==> src/rtl/puf_pkg.sv <==
// Shared types and defaults for the RO PUF measurement controller.
// Holds the FSM state encoding and the default datapath widths.
package puf_pkg;

  localparam int CNT_W_DEF = 16;
  localparam int SEL_W_DEF = 4;

  typedef enum logic [2:0] {
    S_IDLE   = 3'd0,
    S_CLR    = 3'd1,
    S_RUN    = 3'd2,
    S_SETTLE = 3'd3,
    S_CMP    = 3'd4,
    S_DONE   = 3'd5
  } state_t;

endpackage

==> src/rtl/puf_window_timer.sv <==
// Loadable down-counter; done is high while the count sits at zero.
// One instance times the CLR, RUN and SETTLE phases in turn.
module puf_window_timer #(
  parameter int TW = 11
) (
  input  logic          clk,
  input  logic          rst,
  input  logic          load,
  input  logic [TW-1:0] load_val,
  output logic          done
);

  logic [TW-1:0] cnt;

  // Load on phase entry, then count down and park at zero.
  always_ff @(posedge clk or posedge rst) begin
    if (rst) begin
      cnt <= '0;
    end else if (load) begin
      cnt <= load_val;
    end else if (cnt != '0) begin
      cnt <= cnt - 1'b1;
    end
  end

  assign done = (cnt == '0);

endmodule

==> src/rtl/ro_puf_meas_ctrl.sv <==
// RO PUF measurement controller: clear, window, settle, compare, respond.
// Optional PUF_MARGIN_EN adds the resp_weak output (|diff| < MARGIN).
module ro_puf_meas_ctrl
  import puf_pkg::*;
#(
  parameter int NUM_RO        = 16,
  parameter int SEL_W         = SEL_W_DEF,
  parameter int CNT_W         = CNT_W_DEF,
  parameter int WINDOW_CYCLES = 1024,
  parameter int CLR_CYCLES    = 2,
  parameter int SETTLE_CYCLES = 4,
  parameter int MARGIN        = 8
) (
  input  logic             clk,
  input  logic             rst,
  input  logic             chal_valid,
  output logic             chal_ready,
  input  logic [SEL_W-1:0] chal_a,
  input  logic [SEL_W-1:0] chal_b,
  output logic [SEL_W-1:0] sel_a,
  output logic [SEL_W-1:0] sel_b,
  output logic             ro_en,
  output logic             cnt_rst,
  input  logic [CNT_W-1:0] cnt_a,
  input  logic [CNT_W-1:0] cnt_b,
  output logic             resp_valid,
  input  logic             resp_ready,
  output logic             resp_bit,
  output logic             resp_err,
`ifdef PUF_MARGIN_EN
  output logic             resp_weak,
`endif
  output logic             busy
);

  localparam int MAXC = (WINDOW_CYCLES > CLR_CYCLES) ?
    ((WINDOW_CYCLES > SETTLE_CYCLES) ? WINDOW_CYCLES : SETTLE_CYCLES) :
    ((CLR_CYCLES > SETTLE_CYCLES) ? CLR_CYCLES : SETTLE_CYCLES);
  localparam int TW = $clog2(MAXC + 1);

  localparam logic [TW-1:0] CLR_LD = TW'(CLR_CYCLES - 1);
  localparam logic [TW-1:0] WIN_LD = TW'(WINDOW_CYCLES - 1);
  localparam logic [TW-1:0] SET_LD = TW'(SETTLE_CYCLES - 1);
  localparam logic [SEL_W:0] NUM_L = (SEL_W+1)'(NUM_RO);

  state_t          state;
  state_t          state_nx;
  logic            t_load;
  logic [TW-1:0]   t_val;
  logic            t_done;
  logic            accept;
  logic            chal_bad;
  logic [CNT_W:0]  diff;
  logic            gt;
  logic            wrap;
  logic            weak_c;

  puf_window_timer #(
    .TW(TW)
  ) u_timer (
    .clk     (clk),
    .rst     (rst),
    .load    (t_load),
    .load_val(t_val),
    .done    (t_done)
  );

  assign chal_ready = (state == S_IDLE);
  assign busy       = (state != S_IDLE);

  assign chal_bad = (chal_a == chal_b)
                 || ({1'b0, chal_a} >= NUM_L)
                 || ({1'b0, chal_b} >= NUM_L);

  assign diff = {1'b0, cnt_a} - {1'b0, cnt_b};
  assign gt   = ~diff[CNT_W] & (|diff);
  assign wrap = (&cnt_a) | (&cnt_b);

`ifdef PUF_MARGIN_EN
  localparam logic [CNT_W:0] MARGIN_L = (CNT_W+1)'(MARGIN);
  logic [CNT_W:0] mag;
  assign mag    = diff[CNT_W] ? (~diff + 1'b1) : diff;
  assign weak_c = (mag < MARGIN_L);
`else
  logic unused_margin;
  assign unused_margin = ^MARGIN;
  assign weak_c = 1'b0;
`endif

  // State register.
  always_ff @(posedge clk or posedge rst) begin
    if (rst) state <= S_IDLE;
    else     state <= state_nx;
  end

  // Next state, timer loads and challenge acceptance.
  always_comb begin
    state_nx = state;
    t_load   = 1'b0;
    t_val    = '0;
    accept   = 1'b0;
    unique case (state)
      S_IDLE: begin
        if (chal_valid) begin
          accept = 1'b1;
          if (chal_bad) begin
            state_nx = S_DONE;
          end else begin
            state_nx = S_CLR;
            t_load   = 1'b1;
            t_val    = CLR_LD;
          end
        end
      end
      S_CLR: begin
        if (t_done) begin
          state_nx = S_RUN;
          t_load   = 1'b1;
          t_val    = WIN_LD;
        end
      end
      S_RUN: begin
        if (t_done) begin
          state_nx = S_SETTLE;
          t_load   = 1'b1;
          t_val    = SET_LD;
        end
      end
      S_SETTLE: begin
        if (t_done) state_nx = S_CMP;
      end
      S_CMP: state_nx = S_DONE;
      S_DONE: begin
        if (resp_ready) state_nx = S_IDLE;
      end
      default: state_nx = S_IDLE;
    endcase
  end

  // Registered datapath outputs, decoded one cycle ahead from state_nx.
  always_ff @(posedge clk or posedge rst) begin
    if (rst) begin
      sel_a      <= '0;
      sel_b      <= '0;
      ro_en      <= 1'b0;
      cnt_rst    <= 1'b0;
      resp_valid <= 1'b0;
      resp_bit   <= 1'b0;
      resp_err   <= 1'b0;
`ifdef PUF_MARGIN_EN
      resp_weak  <= 1'b0;
`endif
    end else begin
      ro_en      <= (state_nx == S_RUN);
      cnt_rst    <= (state_nx == S_CLR);
      resp_valid <= (state_nx == S_DONE);
      if (accept) begin
        sel_a    <= chal_a;
        sel_b    <= chal_b;
        resp_bit <= 1'b0;
        resp_err <= chal_bad;
`ifdef PUF_MARGIN_EN
        resp_weak <= 1'b0;
`endif
      end
      if (state == S_CMP) begin
        resp_bit <= gt;
        resp_err <= wrap;
`ifdef PUF_MARGIN_EN
        resp_weak <= weak_c;
`endif
      end
    end
  end

`ifndef PUF_MARGIN_EN
  logic unused_weak;
  assign unused_weak = weak_c;
`endif

endmodule

==> config.mk <==
export PLATFORM = sky130hd
export DESIGN_NAME = ro_puf_meas_ctrl
export DESIGN_NICKNAME = d
export VERILOG_FILES = /design/src/rtl/puf_pkg.sv /design/src/rtl/puf_window_timer.sv /design/src/rtl/ro_puf_meas_ctrl.sv
export SDC_FILE = /design/constraint.sdc
export NUM_CORES = 1
export LEC_CHECK = 0
export ABC_CLOCK_PERIOD_IN_PS = 2600
export CORE_MARGIN = 2
export CORE_UTILIZATION = 40
export CTS_CLUSTER_SIZE = 20
export DETAILED_ROUTE_END_ITERATION = 16
export PLACE_DENSITY = 0.74
export SLEW_MARGIN = 0
export SYNTH_ARGS = -nofsm -noshare
export SYNTH_HDL_FRONTEND = slang
export SYNTH_SLANG_ARGS = --single-unit
==> constraint.sdc <==
create_clock -name clk -period 2.6 [get_ports clk]
set_input_delay 0.52 -clock clk [delete_from_list [all_inputs] [get_ports clk]]
set_output_delay 0.52 -clock clk [all_outputs]
set_load 0.02 [all_outputs]
==> qor.csv, run 1 <==
metric,value,unit
run_status,"finished, final reports clean",
worst_slew_margin_rel,67.24,%
pwr_dens,314.9,nW/um2
syn-cell-area,2245,um2
worstHoldStart,sel_a[2],
timing.rr.start,u_timer.cnt[0],
wl_per_cell,15.57,um
drt-vias-per-instance,5.549,
timing.setup.critical_path_class,in -> reg,
drt_pass1_iterations,4,
filler_cells_inserted,442,
cts-htree-levels,1,
placeableCoreArea,5473,um2
timing.final.crit_share,96.67,%
count_of_input_and_output_buffers,58,
final_layout_size_suffix_gt1_share,32.54,%
report.final.hold_viol_count,0,
synthesis.area_per_instance,8.407,um2
hold_path.class,reg -> reg,
cap_violations,0,
die_wd,78.91,um
setup_viol,0,
syn_inst,267,
timing.critical_path.arrival,2.67,ns
fin_crit,2.514,ns
num_vias,2497,
routed_wl,7005,um
slowest_delay,0.36,ns
setup.worst_path.end_class,flop,
synth_most_common_cell,sky130_fd_sc_hd__inv_1,
worst_clock_skew,0.01295,ns
worst_skew_pair.late_latency,0.28,ns
layoutNonFillerInstCount,450,
layout.core_utilization,66.14,%
netlist_top_cells_count,"sky130_fd_sc_hd__inv_1 (30), sky130_fd_sc_hd__dfrtp_1 (27), sky130_fd_sc_hd__nand2_1 (26), sky130_fd_sc_hd__a21oi_1 (19), sky130_fd_sc_hd__nor2_1 (19)",
timing.critical_path.from_type,input pin,
critical-path-slowest-cell,sky130_fd_sc_hd__a2111o_1,
area_after_dpl,3267,um2
place_ws,-0.6682,ns
dp_hpwl,5279,um
rr_endpoint,cnt_rst,
whs_path_depth,1,
max_clock_freq,0.3978,GHz
synth_top_area_share,30.10,%
asyncSetResetFlopFracSynth,100.0,%
netlist.top_cell.by_area,sky130_fd_sc_hd__dfrtp_1,
worst_ir_drop_on_vdd,0.1862,mV
antenna_diode_count,0,
edff_count_synth,0,
worstMarginPinSlew,0.4914,ns
drc,0,
detail_route.iter0.violations,169,
grt_use_met3,3.295,%
dominantRegCellSynth,sky130_fd_sc_hd__dfrtp_1,
fin_tns_setup,0,ns
clock_path_buffers,2,
maximum_number_of_pins_on_one_net_before_global_route_repair,28,
seq_total_area_yosys,30.10,%
tritoncts,built,
area_growth_syn_to_layout,61.26,%
yosys_warnings,0,
die_height,78.91,um
floorplan.initialDensity,41.02,%
numPlacedInstances,441,
setup_slack,0.08647,ns
cts_buffers,3,
first_global_vias,2430,
timing.hold.worst_endpoint,sel_a[2],
use_met1,29.65,%
finalNetCount,441,
grt-busiest-layer,met2,
first_pass_grt_wire_length,11310,um
ant_nets,0,
clk_pin_slew,0.08,ns
cellLeakagePower,1.638,nW
critPathRequiredTime,2.76,ns
io_pins,59,
clock-sinks,27,
ys_ff_latch,27,
clock_tree.root_cell,sky130_fd_sc_hd__clkbuf_8,
reg2regPathDepth,8,
gr-total-overflow,0,
synth_cell_types,53,
syn_nets,329,
synth_top_cells_by_area,"sky130_fd_sc_hd__dfrtp_1 (30%), sky130_fd_sc_hd__ha_1 (9.5%), sky130_fd_sc_hd__inv_1 (5.0%)",
grt_use_met2,37.95,%
grtUsageTotal,22.96,%
grt_antenna_before_repair,0,
dieArea,6227,um2
place_congestion,0.9646,
worst_r2r_setup_slack,0.19,ns
std_cell_rows,27,
cell_breakdown_of_the_critical_path,buf_2 -> ha_4 -> fa_2 -> nand2b_4 -> buf_4 -> a21oi_4 -> o2111ai_1 -> o21a_1 -> a2111o_1 -> nor4_2 -> nand3_1 -> o31a_1,
path_max_fanout,3,
design_area,3620,um2
postCtsHoldBufs,0,
report.final.slew_viol_count,0,
==> per-layer routing <==
metal / part of all wire, % / vias up
li1: - / 1185
met1: 42 / 1193
met2: 48 / 97
met3: 5.4 / 22
met4: 4.2 / 0
met5: 0 / -
==> per-stage QoR <==
step / hold WS (ns) / power [mW]
3_5_place_dp: 0.4926 / 0.8179
2_1_floorplan: 0.5420 / 0.6142
6_report: 0.5109 / 1.140
5_1_grt: 0.5454 / 1.208
4_1_cts: 0.5126 / 1.119
3_3_place_gp: 0.4884 / 0.8120
==> worst max-delay path by stage <==
stage	cells after the start	end	start
final	12	resp_bit	cnt_b[0]
after global routing	10	resp_bit	cnt_b[0]
after CTS	10	resp_bit	cnt_b[12]
after detailed placement	11	resp_bit	cnt_a[0]
after global placement	11	resp_bit	cnt_a[0]
after floorplan	11	resp_bit	cnt_a[0]
==> sequential cells by signal (all words and copies together) (netlist names) <==
| register | count |
|---|---|
| u_timer.cnt | 11 |
| sel_a | 4 |
| sel_b | 4 |
| state | 3 |
| cnt_rst | 1 |
| resp_bit | 1 |
| resp_err | 1 |
| resp_valid | 1 |
| ro_en | 1 |
==> timing repair <==
action,CTS,global route
cloned,0,0
pin swaps,21,12
hold endpoints to repair,0,0
setup buffers,2,3
resized for setup,85,18
endpoints found under the setup margin,1,1
==> area by class of cell <==
type                       count  area (um2)  share of cell area (%)
timing repair buffer         110       958.4                   26.48
sequential                    27       675.6                   18.67
tap                           72       90.09                   2.489
clock inverter                 1       7.507                  0.2074
multi-input combinational    207        1734                   47.91
inverter                      30       112.6                   3.111
clock buffer                   3       41.29                   1.141
==> worst max-delay path, delay by kind of cell <==
family	cells	cell delay (ns)
compound gates	5	1.01
fa+ha+maj	2	0.49
buf+inv	2	0.27
simple gates	3	0.39
==> report_power, final <==
part	total (mW)	leakage [nW]	switching (mW)	internal, mW
registers	0.423	0.335	0.00107	0.421
logic	0.479	1.28	0.222	0.257
clock network	0.239	0.0217	0.130	0.109
==> placed cells by master, fill, tap and decap left out, types with 4 or more instances in the layout <==
master,instances
sky130_fd_sc_hd__a21o_1,4
sky130_fd_sc_hd__a21oi_1,15
sky130_fd_sc_hd__buf_4,49
sky130_fd_sc_hd__buf_6,4
sky130_fd_sc_hd__clkdlybuf4s50_1,28
sky130_fd_sc_hd__dfrtp_1,27
sky130_fd_sc_hd__dlygate4sd2_1,20
sky130_fd_sc_hd__dlymetal6s2s_1,6
sky130_fd_sc_hd__ha_1,5
sky130_fd_sc_hd__ha_4,12
sky130_fd_sc_hd__inv_1,18
sky130_fd_sc_hd__inv_2,12
sky130_fd_sc_hd__mux2_2,8
sky130_fd_sc_hd__nand2_1,26
sky130_fd_sc_hd__nand2b_1,7
sky130_fd_sc_hd__nand3_1,4
sky130_fd_sc_hd__nand4_1,9
sky130_fd_sc_hd__nor2_1,15
sky130_fd_sc_hd__nor3_1,6
sky130_fd_sc_hd__o21ai_0,10
sky130_fd_sc_hd__xnor2_1,10
sky130_fd_sc_hd__xor2_1,6
==> cells by family (layout without fill, tap and decap cells) <==
kind of cell	after synthesis	count (layout)	share of synthesized area [%]
buffers and inverters	33	144	5.630
multiplexers	9	9	4.459
adder cells (fa/ha/maj)	18	18	10.37
flip-flops	27	27	30.10
AND/OR/NAND/NOR	97	97	23.36
XOR/XNOR	16	16	6.243
AO/OA/AOI/OAI	67	67	19.84
Power figures use the tool's default switching activity.
==> run 2: changes to the inputs <==
--- a/config.mk
+++ b/config.mk
@@ -6,11 +6,12 @@
 export NUM_CORES = 1
 export LEC_CHECK = 0
 export ABC_CLOCK_PERIOD_IN_PS = 2600
+export CORE_ASPECT_RATIO = 1.5
 export CORE_MARGIN = 2
 export CORE_UTILIZATION = 40
 export CTS_CLUSTER_SIZE = 20
 export DETAILED_ROUTE_END_ITERATION = 16
-export PLACE_DENSITY = 0.74
+export PLACE_DENSITY = 0.68
 export SLEW_MARGIN = 0
 export SYNTH_ARGS = -nofsm -noshare
 export SYNTH_HDL_FRONTEND = slang
==> run 2 against run 1 <==
Hold slack worse by 0.0020 ns. Register-to-register slack better by 0.07 ns. Power up 1.7%. Largest cell class unchanged.
==> qor.csv, run 2 (same netlist as run 1, synthesis figures left out) <==
metric,value,unit,change
run_status,"finished, final reports clean",,
hold_path.class,reg -> reg,,
timing.critical_path.arrival,2.65,ns,-0.02 ns
cts-htree-levels,1,,unchanged
switchingPower,359.5,uW,+1.9%
final_layout_size_suffix_gt1_share,34.82,%,+2.3 points
drt_pass1_iterations,5,,+1
first_global_vias,2653,,+9.2%
place_congestion,0.9289,,-3.7%
timing.critical_path.from_type,input pin,,
antenna_diode_count,0,,unchanged
numPlacedInstances,442,,+0.23%
worst_clock_skew,0.002555,ns,-0.01039 ns
dp_hpwl,5656,um,+7.1%
die_height,95.75,um,+21%
worst_slew_margin_rel,67.70,%,+0.46 points
postCtsHoldBufs,0,,unchanged
num_vias,2463,,-1.4%
path_max_fanout,4,,+1
p_clk_share,19.8,%,-1.1 points
switching_share,31.00,%,+0.068 points
worst_ir_drop_on_vdd,0.1834,mV,-1.5%
portion_of_total_power_attributed_to_combinational_logic,43.7,%,+1.7 points
max_clock_freq,0.4020,GHz,+1.0%
setup_viol,0,,unchanged
grt_antenna_before_repair,0,,unchanged
layout_common_cells,"sky130_fd_sc_hd__buf_4 (51), sky130_fd_sc_hd__clkdlybuf4s50_1 (28), sky130_fd_sc_hd__dfrtp_1 (27)",,
count_of_input_and_output_buffers,58,,unchanged
dieArea,6239,um2,+0.20%
worst_skew_pair.late_latency,0.27,ns,about the same
report.final.hold_viol_count,0,,unchanged
timing.final.crit_share,95.68,%,-0.99 points
clock-sinks,27,,unchanged
die_wd,65.17,um,-17%
cellLeakagePower,1.677,nW,+2.4%
layout.core_utilization,68.53,%,+2.4 points
largest-register,u_timer.cnt,,
cts_buffers,3,,unchanged
first_pass_grt_wire_length,11340,um,+0.30%
routed_wl,7080,um,+1.1%
gr-total-overflow,0,,unchanged
setup_slack,0.1122,ns,+0.02573 ns
whs_path_depth,1,,unchanged
clock_tree.root_cell,sky130_fd_sc_hd__clkbuf_8,,
largest_register_ffs,11,,unchanged
share_seq_of_total_power,36.5,%,-0.6 points
clk_pin_slew,0.09,ns,about the same
cap_violations,0,,unchanged
top_flop_regs,"u_timer.cnt: 11 flops, sel_a: 4 flops, sel_b: 4 flops",,
multiInputGateArea,1800,um2,+3.8%
fin_crit,2.488,ns,-0.02573 ns
drc,0,,unchanged
area_growth_syn_to_layout,66.39,%,
ant_nets,0,,unchanged
setup.worst_path.end_class,flop,,
floorplan.initialDensity,41.18,%,+0.17 points
total_power,1.160,mW,+1.7%
tritoncts,built,,
filler_cells_inserted,450,,+1.8%
layoutNonFillerInstCount,452,,+0.44%
reg2regPathDepth,8,,unchanged
drt-vias-per-instance,5.449,,-1.8%
grt_setup_unrepaired,no,,
finalNetCount,445,,+0.91%
grtUsageTotal,23.50,%,+0.54 points
timing.setup.critical_path_class,in -> reg,,
std_cell_rows,33,,+22%
wl_per_cell,15.66,um,+0.62%
sequential_cell_area,675.6,um2,unchanged
layout.cells.most_common,sky130_fd_sc_hd__buf_4,,
placeableCoreArea,5450,um2,-0.41%
worstMarginPinSlew,0.4845,ns,-0.006922 ns
report.final.slew_viol_count,0,,unchanged
fin_tns_setup,0,ns,unchanged
maximum_number_of_pins_on_one_net_before_global_route_repair,28,,unchanged
io_pins,59,,unchanged
detail_route.iter0.violations,118,,-30%
critPathRequiredTime,2.76,ns,about the same
pwr_dens,310.5,nW/um2,-1.4%
place_ws,-0.6652,ns,+0.002992 ns
p_int,800.0,uW,+1.6%
clock_path_buffers,2,,unchanged
[run 2: area by class of cell]
class	instances	area share (%)
Timing Repair Buffer	114	27.04
Clock buffer	3	1.106
Clock inverter	1	0.1340
Sequential cell	27	18.09
Inverter	30	3.082
Multi-Input combinational cell	207	48.21
Tap cell	70	2.345
[run 2: stage by stage]
| stage | hold slack, ns | area (um2) |
|---|---|---|
| 2_1_floorplan | 0.5420 | 2257 |
| 3_3_place_gp | 0.4876 | 3287 |
| 3_5_place_dp | 0.4923 | 3287 |
| 4_1_cts | 0.5122 | 3651 |
| 5_1_grt | 0.5187 | 3735 |
| 6_report | 0.5088 | 3735 |
[run 2: critical path, cell delays in order]
cell	delay, ns
sky130_fd_sc_hd__buf_8	0.10
sky130_fd_sc_hd__ha_4	0.15
sky130_fd_sc_hd__fa_2	0.36
sky130_fd_sc_hd__nand2b_4	0.16
sky130_fd_sc_hd__a21oi_4	0.17
sky130_fd_sc_hd__o2111ai_2	0.14
sky130_fd_sc_hd__o21a_1	0.12
sky130_fd_sc_hd__a2111o_1	0.40
sky130_fd_sc_hd__nor4_2	0.14
sky130_fd_sc_hd__nand3_1	0.10
sky130_fd_sc_hd__o31a_1	0.28
[run 2: power by group through the flow]
stage	clock [mW]	sequential (mW)	combinational (mW)
after floorplan	0	0.433	0.181
after global placement	0	0.431	0.395
after detailed placement	0	0.431	0.398
after CTS	0.236	0.423	0.479
after global routing	0.257	0.423	0.544
final	0.230	0.423	0.507
[run 2: repair_timing]
| item | CTS | global route |
|---|---|---|
| resized for setup | 107 | 12 |
| buffers inserted | 2 | 4 |
| setup endpoints to repair | 1 | 1 |
| pin swaps | 17 | 8 |
[run 2: worst paths after layout]
path / from / endpoint / slack, ns
min in group asynchronous: rst / sel_a[0] / 0.61
min: sel_a[3] / sel_a[3] / 0.51
min reg2reg: sel_a[3] / sel_a[3] / 0.51
max reg2reg: u_timer.cnt[0] / cnt_rst / 0.26
max: cnt_b[0] / resp_bit / 0.11
max in group asynchronous: rst / u_timer.cnt[10] / 1.74
[run 2: layer usage]
metal / routed length, um / vias up / global-route usage [%]
li1: - / 1191 / -
met1: 2441 / 1157 / 20.99
met2: 3990 / 89 / 48.72
met3: 215 / 26 / 1.871
met4: 433 / 0 / 14.58
met5: 0 / - / 0
==> run 3: changes to the inputs <==
--- a/config.mk
+++ b/config.mk
@@ -9,8 +9,8 @@
 export CORE_ASPECT_RATIO = 1.5
 export CORE_MARGIN = 2
 export CORE_UTILIZATION = 40
-export CTS_CLUSTER_SIZE = 20
 export DETAILED_ROUTE_END_ITERATION = 16
+export GPL_TIMING_DRIVEN = 0
 export PLACE_DENSITY = 0.68
 export SLEW_MARGIN = 0
 export SYNTH_ARGS = -nofsm -noshare
==> run 3 against run 2 <==
The run now ends with negative setup slack left. Via count is 5.0% lower. Hold slack hardly changed. Clock-buffer cell count stayed put. Routed wire length is 3.9% lower. Combinational power is 13% lower. Core utilization is 5.5 points lower. Sequential power hardly changed. Design area is 8.1% lower. First-iteration DRC count is 13% lower.
==> qor.csv, run 3 (same netlist as run 1, synthesis figures left out) <==
metric,value,unit,change
cell_breakdown_of_the_critical_path,dlygate4sd2_1 -> ha_4 -> nor2b_2 -> a222oi_1 -> o2111ai_1 -> a2111o_1 -> nor4_2 -> nand3_1 -> o31a_1,,
std_cell_rows,33,,unchanged
run_status,finished with violations,,
timing.critical_path.arrival,2.93,ns,+0.28 ns
postCtsHoldBufs,0,,unchanged
total_power,1.112,mW,-4.1%
max_clock_freq,0.3640,GHz,-9.5%
gr-total-overflow,0,,unchanged
finalNetCount,413,,-7.2%
floorplan.initialDensity,41.18,%,unchanged
detail_route.iter0.violations,103,,-13%
crit_family,compound AO/OA/AOI/OAI gates,,
clock-sinks,27,,unchanged
top_flop_regs,"u_timer.cnt: 11 flops, sel_a: 4 flops, sel_b: 4 flops",,
cts-htree-levels,1,,unchanged
layout.cells.most_common,sky130_fd_sc_hd__clkdlybuf4s50_1,,
setup.worst_path.end_class,flop,,
first_global_vias,2350,,-11%
io_pins,59,,unchanged
worstPathBufferInverterCount,1,,unchanged
area_growth_syn_to_layout,52.95,%,
report.final.slew_viol_count,0,,unchanged
timing.setup.critical_path_class,in -> reg,,
critPathRequiredTime,2.78,ns,+0.02 ns
grt_setup_unrepaired,yes,,
clock_tree.root_cell,sky130_fd_sc_hd__clkbuf_8,,
maximum_number_of_pins_on_one_net_before_global_route_repair,28,,unchanged
count_of_input_and_output_buffers,58,,unchanged
antenna_diode_count,0,,unchanged
grtUsageTotal,21.85,%,-1.6 points
setup_slack,-0.1475,ns,-0.2597 ns
worst_skew_pair.late_latency,0.28,ns,about the same
largest_register_ffs,11,,unchanged
tritoncts,built,,
drc,0,,unchanged
layoutNonFillerInstCount,420,,-7.1%
layout.core_utilization,62.99,%,-5.5 points
failed_checks,negative setup slack,,
worstMarginPinSlew,1.017,ns,+0.5325 ns
drt_pass1_iterations,4,,-1
worst_clock_skew,0.01154,ns,+0.008989 ns
place_congestion,0.8795,,-5.3%
timing.critical_path.from_type,input pin,,
wl_per_cell,16.20,um,+3.5%
routed_wl,6806,um,-3.9%
dp_hpwl,4980,um,-12%
report.final.hold_viol_count,0,,unchanged
place_ws,-0.8617,ns,-0.1965 ns
timing.final.crit_share,105.7,%,+10 points
placeableCoreArea,5450,um2,unchanged
hold-worst-slack,0.5092,ns,+0.0003820 ns
hold_path.class,reg -> reg,,
largest-register,u_timer.cnt,,
dieArea,6239,um2,unchanged
path_max_fanout,7,,+3
setup_viol,1,,+1
filler_cells_inserted,473,,+5.1%
numPlacedInstances,395,,-11%
ant_nets,0,,unchanged
die_height,95.75,um,unchanged
worst_slew_margin_rel,32.13,%,-36 points
layout_common_cells,"sky130_fd_sc_hd__clkdlybuf4s50_1 (33), sky130_fd_sc_hd__dfrtp_1 (27), sky130_fd_sc_hd__nand2_1 (24)",,
drt-vias-per-instance,5.571,,+2.2%
multiInputGateArea,1747,um2,-3.0%
cap_violations,0,,unchanged
cts_buffers,3,,unchanged
grt_antenna_before_repair,0,,unchanged
cellLeakagePower,1.511,nW,-9.9%
pwr_dens,323.9,nW/um2,+4.3%
fin_crit,2.747,ns,+0.2597 ns
slowest_delay,0.42,ns,+0.02 ns
worst_ir_drop_on_vdd,0.1784,mV,-2.7%
clock_path_buffers,2,,unchanged
clk_pin_slew,0.10,ns,about the same
final_layout_size_suffix_gt1_share,26.86,%,-8.0 points
first_pass_grt_wire_length,10620,um,-6.4%
sequential_cell_area,675.6,um2,unchanged
num_vias,2340,,-5.0%
critical-path-slowest-cell,sky130_fd_sc_hd__a2111o_1,,
die_wd,65.17,um,unchanged
-- run 3: cell count changes in the layout (fill, tap and decap cells not counted), moves of 3 or more --
cell / delta
sky130_fd_sc_hd__dlygate4sd2_1: -8
sky130_fd_sc_hd__buf_6: -5
sky130_fd_sc_hd__clkdlybuf4s50_1: +5
sky130_fd_sc_hd__buf_4: -30
sky130_fd_sc_hd__dlymetal6s2s_1: +3
-- run 3: path summary, 6_finish.rpt --
kind / slack (ns) / to / depth (start not counted) / startpoint
max in group asynchronous: 1.20 / u_timer.cnt[4] / 2 / rst
min in group asynchronous: 0.77 / sel_a[1] / 2 / rst
worst min-delay path: 0.51 / sel_b[0] / 1 / sel_b[0]
worst max register to register: 0.26 / cnt_rst / 8 / u_timer.cnt[0]
worst min register to register: 0.51 / sel_b[0] / 1 / sel_b[0]
worst max-delay path: -0.15 / resp_bit / 9 / cnt_a[14]
-- run 3: per-layer routing --
metal | vias to the layer above | track usage (%) | routed length, um
met3 | 19 | 1.871 | 287
met5 | - | 0 | 0
li1 | 1129 | - | -
met2 | 94 | 45.15 | 3870
met4 | 0 | 8.681 | 223
met1 | 1098 | 21.63 | 2424
-- run 3: area by class of cell --
class / count / area share [%]
timing repair buffer: 79 / 21.72
clock buffer: 3 / 1.203
buffer: 3 / 0.4009
inverter: 30 / 3.353
sequential: 27 / 19.68
clock inverter: 1 / 0.2187
tap: 70 / 2.551
multi-input combinational: 207 / 50.87
-- run 3: power breakdown --
part | total (mW) | switching, mW | internal (mW)
Sequential | 0.423 | 0.00128 | 0.422
Combinational | 0.442 | 0.211 | 0.230
Clock | 0.248 | 0.139 | 0.109
Total | 1.11 | 0.351 | 0.761
-- run 3: timing repair --
action,4_1_cts,5_1_grt
endpoints found under the setup margin,1,2
setup buffers,13,8
pin swaps,18,16
gates resized for setup,78,25
-- run 3: worst reg2reg max path, cell delays in order (launching register included) --
cell and delay, ns:
sky130_fd_sc_hd__dfrtp_1 0.40, sky130_fd_sc_hd__inv_1 0.09, sky130_fd_sc_hd__ha_1 0.21, sky130_fd_sc_hd__nand3b_1 0.16, sky130_fd_sc_hd__or3_4 0.44, sky130_fd_sc_hd__nor2_8 0.13
sky130_fd_sc_hd__o21bai_1 0.09, sky130_fd_sc_hd__a222oi_1 0.53, sky130_fd_sc_hd__nor3b_2 0.24
-- run 3: per-stage QoR --
step	TNS [ns]	cell area (um2)
2_1_floorplan	0	2257
3_3_place_gp	-0.8336	2925
3_5_place_dp	-0.8941	2925
4_1_cts	-0.1047	3311
5_1_grt	-0.1854	3433
6_report	-0.1475	3433
